==> config.mk <==
export PLATFORM = sky130hd
export DESIGN_NAME = disp_share_arbiter
export DESIGN_NICKNAME = d
export VERILOG_FILES = /design/src/rtl/disp_pkg.sv /design/src/rtl/rr_pick.sv /design/src/rtl/disp_share_arbiter.sv
export SDC_FILE = /design/constraint.sdc
export NUM_CORES = 1
export LEC_CHECK = 0
export ABC_AREA = 1
export BUFFER_PORTS_ARGS = -buffer_cell sky130_fd_sc_hd__buf_2
export CAP_MARGIN = 15
export CELL_PAD_IN_SITES_DETAIL_PLACEMENT = 1
export CELL_PAD_IN_SITES_GLOBAL_PLACEMENT = 1
export CORE_MARGIN = 8
export CORE_UTILIZATION = 34
export CTS_BUF_LIST = sky130_fd_sc_hd__clkbuf_16
export DETAILED_ROUTE_END_ITERATION = 12
export PLACE_DENSITY = 0.83
export SLEW_MARGIN = 40
export SYNTH_ARGS = -nofsm -noshare
export SYNTH_HDL_FRONTEND = slang
export SYNTH_HIERARCHICAL = 1
export SYNTH_SLANG_ARGS = --single-unit
==> constraint.sdc <==
create_clock -name clk -period 5 [get_ports clk]
set_input_delay 0 -clock clk [delete_from_list [all_inputs] [get_ports clk]]
set_output_delay 0 -clock clk [all_outputs]
set_load 0.05 [all_outputs]
==> src/rtl/disp_pkg.sv <==
// Shared constants, state encoding and width helper for the display-share arbiter.
package disp_pkg;

  localparam int DISP_W  = 32;
  localparam int DIGIT_W = 4;

  typedef enum logic [1:0] {
    IDLE   = 2'd0,
    OWN    = 2'd1,
    SWITCH = 2'd2
  } arb_state_t;

  function automatic int idx_w(input int n);
    return (n > 1) ? $clog2(n) : 1;
  endfunction

endpackage

==> src/rtl/rr_pick.sv <==
// Combinational round-robin picker: first set request at or after ptr_i, wrapping.
module rr_pick #(
  parameter int N  = 4,
  parameter int IW = 2
) (
  input  logic [N-1:0]  req_i,
  input  logic [IW-1:0] ptr_i,
  output logic          any_o,
  output logic [IW-1:0] winner_o
);

  logic [2*N-1:0] masked;

  // Lower copy is masked below ptr; the upper copy supplies the wrapped candidates.
  always_comb begin
    masked = {req_i, req_i};
    for (int i = 0; i < N; i++) begin
      if (IW'(i) < ptr_i) masked[i] = 1'b0;
    end
    any_o    = |req_i;
    winner_o = '0;
    for (int i = 2*N-1; i >= 0; i--) begin
      if (masked[i]) winner_o = (i >= N) ? IW'(i - N) : IW'(i);
    end
  end

endmodule

==> src/rtl/disp_share_arbiter.sv <==
// Round-robin owner of the 8-digit display with a minimum hold time and a
// one-cycle blank gap between owners; forwards the owner's word on disp_o.
module disp_share_arbiter
  import disp_pkg::*;
#(
  parameter int          N_REQ        = 4,
  parameter int          HOLD_CLOCKS  = 50_000_000,
  parameter logic [31:0] IDLE_PATTERN = 32'h0000_0000
) (
  input  logic                      clk,
  input  logic                      rst_i,
  input  logic [N_REQ-1:0]          req_i,
  input  logic [32*N_REQ-1:0]       data_i,
  output logic [N_REQ-1:0]          gnt_o,
  output logic [idx_w(N_REQ)-1:0]   owner_o,
  output logic                      valid_o,
  output logic [31:0]               disp_o,
  output logic [1:0]                state_o
);

  // Handshake: req_i is a level request held while a requester wants the
  // display; gnt_o is high exactly while it owns it. Lowering req_i releases,
  // and every change of owner passes through one SWITCH cycle with gnt_o=0.

  localparam int IW = idx_w(N_REQ);
  localparam int CW = $clog2(HOLD_CLOCKS + 1);
  localparam logic [CW-1:0]    HOLD_LAST = CW'(HOLD_CLOCKS - 1);
  localparam logic [N_REQ-1:0] ONE       = N_REQ'(1);

  arb_state_t        state, state_nx;
  logic [IW-1:0]     owner, ptr, winner;
  logic [CW-1:0]     hold_cnt;
  logic              any_req, grant, others;
  logic [N_REQ-1:0]  owner_oh;
  logic [31:0]       owner_word;

  rr_pick #(.N(N_REQ), .IW(IW)) u_pick (
    .req_i    (req_i),
    .ptr_i    (ptr),
    .any_o    (any_req),
    .winner_o (winner)
  );

  assign owner_oh = ONE << owner;
  assign others   = |(req_i & ~owner_oh);

  always_comb begin
    owner_word = IDLE_PATTERN;
    for (int k = 0; k < N_REQ; k++) begin
      if (owner == IW'(k)) owner_word = data_i[k*DISP_W +: DISP_W];
    end
  end

  always_comb begin
    state_nx = state;
    grant    = 1'b0;
    case (state)
      IDLE, SWITCH: begin
        if (any_req) begin
          state_nx = OWN;
          grant    = 1'b1;
        end else begin
          state_nx = IDLE;
        end
      end
      OWN: begin
        if (!req_i[owner] || (hold_cnt == HOLD_LAST && others)) state_nx = SWITCH;
      end
      default: state_nx = IDLE;
    endcase
  end

  // The pointer moves on entry to SWITCH so that cycle's search already uses it.
  always_ff @(posedge clk) begin
    if (!rst_i) begin
      state    <= IDLE;
      owner    <= '0;
      ptr      <= '0;
      hold_cnt <= '0;
      disp_o   <= IDLE_PATTERN;
    end else begin
      state <= state_nx;
      if (grant) begin
        owner    <= winner;
        hold_cnt <= '0;
      end else if (state == OWN && hold_cnt != HOLD_LAST) begin
        hold_cnt <= hold_cnt + 1'b1;
      end
      if (state == OWN && state_nx == SWITCH)
        ptr <= (owner == IW'(N_REQ - 1)) ? '0 : owner + 1'b1;
      disp_o <= (state == OWN && state_nx == OWN) ? owner_word : IDLE_PATTERN;
    end
  end

  assign valid_o = (state == OWN);
  assign gnt_o   = valid_o ? owner_oh : '0;
  assign owner_o = owner;
  assign state_o = state;

endmodule

-- Word-level counts from Yosys, hierarchy flattened
Index checks and enable logic that the tools add are counted.
- output and inout bits: 41
- flip-flop bits (word level): 64
- input bits: 134
- logic and storage cells: 63
- $add $sub $neg: 2
- bitwise logic cells: 3
- order comparisons: 5
- equal/unequal tests: 9
- shift operators: 1
- reductions and logical operators: 13
- multiplexer cells: 25
- operator list (operator ; number):
    32-bit two-way mux ; 4
    26-bit by 1-bit adder with 26-bit output (second input constant) ; 1
    26-bit equality test (second input constant) ; 1
    26-bit != test (second input constant) ; 1
    2-bit two-way mux ; 10
    2-bit equality test (second input constant) ; 4
    1-bit two-way mux ; 8
    4-bit OR reduction ; 2
    2-bit by 1-bit equality test with 1-bit output (second input constant) ; 3
    4-bit bitwise AND ; 1
    1-bit logical AND ; 4
    2-bit zero test ; 2
    1-bit by 2-bit less-than comparator with 1-bit output (first input constant) ; 2
    2-bit less-than comparator (first input constant) ; 2
    4-bit two-way mux ; 1
    4-bit NOT ; 1
    2-bit one-hot mux with 2 select lines ; 1
    2-bit OR reduction ; 2
    1-bit by 2-bit left shift with 4-bit output (first input constant) ; 1
    2-bit by 3-bit less-than comparator with 1-bit output (second input constant) ; 1
    2-bit by 1-bit adder with 2-bit output (second input constant) ; 1
    1-bit binary-select mux with 2-bit select ; 1
    2-bit AND reduction ; 1
    1-bit zero test ; 1
    2 further kinds ; 2

-- Depth between registers and ports, before layout
- word-level depth: 11
- mapped depth: 11
- mapped depth without buffers: 10

-- Hierarchy
The synthesis kept the hierarchy.
- by module, submodules not included (module ; cells each ; times used ; area an instance (µm²)):
    disp_share_arbiter ; 581 ; 1 ; 3823.7
    rr_pick ; 20 ; 1 ; 83.8

-- Worst setup path before layout
Ideal clock, no wire load.
- path kind: register to output
- from: register state[0] (netlist: state_o[0])
- to: output gnt_o[0]
- data required time: 5.000 ns
- arrival time: 2.339 ns
- stages on the path, launching flop included: 5
- setup slack: 2.661 ns
- cells stage by stage: dfxtp_1 > inv_1 > nor2_2 > inv_1 > nor2_1
- longest elaborated chain between the ends: 2
- RTL lines (item ; line ; RTL):
    start: declaration ; disp_share_arbiter.sv:30 ; arb_state_t state, state_nx;
    start signal: assignment ; disp_share_arbiter.sv:82 ; state <= state_nx;
    2-bit by 1-bit equality test with 1-bit output ; disp_share_arbiter.sv:95 ; assign valid_o = (state == OWN);
    via valid_o ; disp_share_arbiter.sv:16 ; output logic valid_o,
    4-bit two-way mux ; disp_share_arbiter.sv:96 ; assign gnt_o = valid_o ? owner_oh : '0;
    end: declaration ; disp_share_arbiter.sv:14 ; output logic [N_REQ-1:0] gnt_o,
The timed path passes the listed nets, and every way through them passes these cells.

-- Final worst setup path
- from: register owner[1] (netlist: owner_o[1])
- to: register disp_o[2]
- longest elaborated chain between the ends: 11
- elaborated cells on any way between the ends: 22
- RTL lines (item ; line ; RTL):
    start: declaration ; disp_share_arbiter.sv:31 ; logic [IW-1:0] owner, ptr, winner;
    start signal: assignment ; disp_share_arbiter.sv:84 ; owner <= winner;
    1-bit by 2-bit left shift with 4-bit output ; disp_share_arbiter.sv:44 ; assign owner_oh = ONE << owner;
    4-bit NOT ; disp_share_arbiter.sv:45 ; assign others = |(req_i & ~owner_oh);
    4-bit bitwise AND ; disp_share_arbiter.sv:45 ;
    4-bit OR reduction ; disp_share_arbiter.sv:45 ;
    1-bit logical AND ; disp_share_arbiter.sv:67 ; if (!req_i[owner] || (hold_cnt == HOLD_LAST && others)) state_nx = SWITCH;
    1-bit logical OR ; disp_share_arbiter.sv:67 ;
    2-bit two-way mux ; disp_share_arbiter.sv:67 ;
    2-bit one-hot mux with 2 select lines ; disp_share_arbiter.sv:57 ; case (state)
    2-bit by 1-bit equality test with 1-bit output ; disp_share_arbiter.sv:91 ; disp_o <= (state == OWN && state_nx == OWN) ? owner_word : IDLE_PATTERN;
    1-bit logical AND ; disp_share_arbiter.sv:91 ;
    2-bit AND reduction (no source line) ; -- ;
    end signal: assignment ; disp_share_arbiter.sv:91 ;
    end: declaration ; disp_share_arbiter.sv:17 ; output logic [31:0] disp_o,
Parallel ways exist; a longest one is shown, timed or not. The select of a mux whose other input is x is not followed.
A chain may end at the register's enable or synchronous reset.

==> results_dict.tcl <==
set metrics [dict create \
    outcome "finished clean" \
    finalSetupViolations 0 \
    peakVddDrop_mv 0.143 \
    cts_root_buffer "clkbuf_16" \
    fin_area_mm2 0.00547 \
    place_hpwl_um 12000 \
    synth-edff-count 0 \
    via_count 4861 \
    finalMaxSlewViolations 0 \
    fillers 1506 \
    totalNegativeSetupSlack_ns 0 \
    drive_above_1_share_pct 29.1 \
    die_y_um 123 \
    dp_slack_ns 2.08 \
    leakage_nw 2.40 \
    yosysMostFrequentCell "nand2_1" \
    layout.nets 929 \
    post_cts_resized 0 \
    finalHoldViolCount 0 \
    post-route-min-period_ns 2.64 \
    globalplace.congestion 0.893 \
    synth_ff_type "dfxtp_1" \
    required_ns 5.23 \
    numClockSinks 64 \
    syn_to_final_growth_pct 40.1 \
    initial_utilization_pct 34.5 \
    die_w_um 123 \
    grt_max_degree 66 \
    place_area_mm2 0.00483 \
    use_met2_pct 40.4 \
    slew_headroom_pct 49.8 \
    worst_setup_path_start_kind "register" \
    clock_latency_ns 0.33 \
    worstPathMaxFanout 35 \
    end_kind "register" \
    async_flop_share_pct 0 \
    cts_buffers 9 \
    fin_ws_ns 2.36 \
    drt-total-wl_um 16700 \
    drc 0 \
    firstDrtPassIters 4 \
    yosysSeqAreaShare_pct 32.8 \
    via_per_inst 5.18 \
    synth_area_mm2 0.00391 \
    power_density_mw_per_mm2 308 \
    max_cap_violations 0 \
    total_power_mw 1.68 \
    dieArea_mm2 0.0152 \
    skew_ns 0.00639 \
    clk_pin_slew_ns 0.05 \
    synth_top_area_share_pct 32.8 \
    antenna_found_initial 0 \
    ios 175 \
    timing.hold.ws_ns 0.0481 \
    yosys.area.top_type "dfxtp_1" \
    arrival_ns 2.87 \
    yosys_warnings 6 \
    fmax_mhz 379 \
    grt_pass1_wl_um 27200 \
    grt_use_total_pct 22.8 \
    grt_pass1_vias 5321 \
    core_area_mm2 0.0113 \
    clock_path_buffers 2 \
    synth.area.top_cells "dfxtp_1, nand2_1, a22oi_1, a21oi_1, nor2_1" \
    wl_per_cell_um 17.8 \
    overflow 0 \
    n_antenna_cell 0 \
    placementRows 39 \
    grt_use_met1_pct 24.7 \
    grtUsageMet3_pct 7.58 \
    yosysUniqueCellTypes 31 \
    worst_pin_slew_ns 0.751 \
    drtAntennaViolNets 0 \
    rsz0062_at_grt "no" \
    top_usage_layer "met2" \
    crit_type "register to register" \
    syn_nets 740 \
    yosys-top-cells-count "nand2_1, dfxtp_1, nor2_1, a21oi_1, o21ai_0" \
    htree_levels 3 \
    io_buffers 174 \
    drt_iter0_markers 199 \
    syn_inst 601 \
    syn_area_per_cell_um2 6.50 \
    yosys_register_bits 64 \
    hold_class "input pin to register" \
    fin_crit_sh_pct 52.8 \
    cts_tree "yes" \
]
## worst paths after layout
kind / slack (ns) / to / startpoint / cells after the start
worst min-delay path: 0.05 / disp_o[16] / data_i[80] / 5
worst min register to register: 0.50 / hold_cnt[9] / hold_cnt[9] / 2
worst max register to register: 2.36 / disp_o[2] / owner_o[1] / 8
worst max-delay path: 2.36 / disp_o[2] / owner_o[1] / 8
## where the power goes
part	switching [mW]	leakage (nW)	internal (mW)	total, mW
clock	0.225	0.161	0.428	0.654
combinational	0.330	1.72	0.152	0.482
sequential	0.0141	0.518	0.534	0.548
## flip-flops by register name, indices dropped and copies added, names as in the netlist
name and flops:
disp_o 32, hold_cnt 26, owner_o 2, ptr 2, state_o 2
## cell type report
cell class / count / area (µm²) / area share (%)
multi-input cells: 476 / 2380 / 43.5
flip-flops and latches: 64 / 1280 / 23.4
repair buffers: 208 / 1210 / 22.1
clock buffers: 9 / 225 / 4.12
well taps: 143 / 179 / 3.27
inverters: 31 / 120 / 2.19
clock inverters: 7 / 80.1 / 1.46
## routing by layer
metal	share of wire [%]	wire (µm)
met1	39	6510
met2	50	8420
met3	7.8	1310
met4	2.9	486
met5	0	0
## logic make-up after synthesis
logic type               count (synthesis)  share of synthesized area (%)
AND/OR/NAND/NOR                        324                           34.4
flip-flops                              64                           32.8
buffers and inverters                   61                           7.14
AO/OA/AOI/OAI                          132                           20.7
adder cells (fa/ha/maj)                  5                           1.60
XOR/XNOR                                15                           3.36
## per-stage QoR
step	instances	utilization, %
after floorplan	601	-
after global placement	889	42.5
after detailed placement	889	42.7
after CTS	938	48.3
after global routing	938	48.3
final	938	48.3
## placed cells by master, fill, tap and decap left out
| cell type | instances |
|---|---|
| nand4_4 | 1 |
| bufinv_16 | 2 |
| inv_2 | 2 |
| buf_4 | 1 |
| dfxtp_1 | 64 |
| clkinv_1 | 1 |
| ha_2 | 1 |
| a22oi_1 | 32 |
| xnor2_1 | 4 |
| nand2_1 | 228 |
| inv_1 | 30 |
| nor2_2 | 3 |
| nor2_4 | 2 |
| nand3_1 | 11 |
| inv_4 | 1 |
| nand3b_1 | 9 |
| nor3_1 | 1 |
| nand4_1 | 1 |
| o21ai_0 | 39 |
| buf_2 | 174 |
| ha_4 | 1 |
| xor2_1 | 11 |
| a21oi_1 | 42 |
| clkinv_2 | 2 |
| a21oi_2 | 18 |
| ha_1 | 3 |
| nand2_2 | 12 |
| nand2_8 | 1 |
| dlygate4sd3_1 | 33 |
| nand3_2 | 1 |
| o22ai_1 | 1 |
| nor2_1 | 54 |
| clkbuf_16 | 9 |
## critical path: stages, from the launching register on
cell	delay, ns
dfxtp_1	0.44
ha_1	0.19
buf_4	0.33
inv_2	0.34
nand2_1	0.15
nand4_1	0.11
nand3_1	0.17
nand4_4	0.43
a21oi_1	0.32
## timing repair
action / 4_1_cts / 5_1_grt
hold buffers: 33 / 0
endpoints found under the hold margin: 35 / 0
setup buffers: 0 / 0
Power figures use the tool's default switching activity.
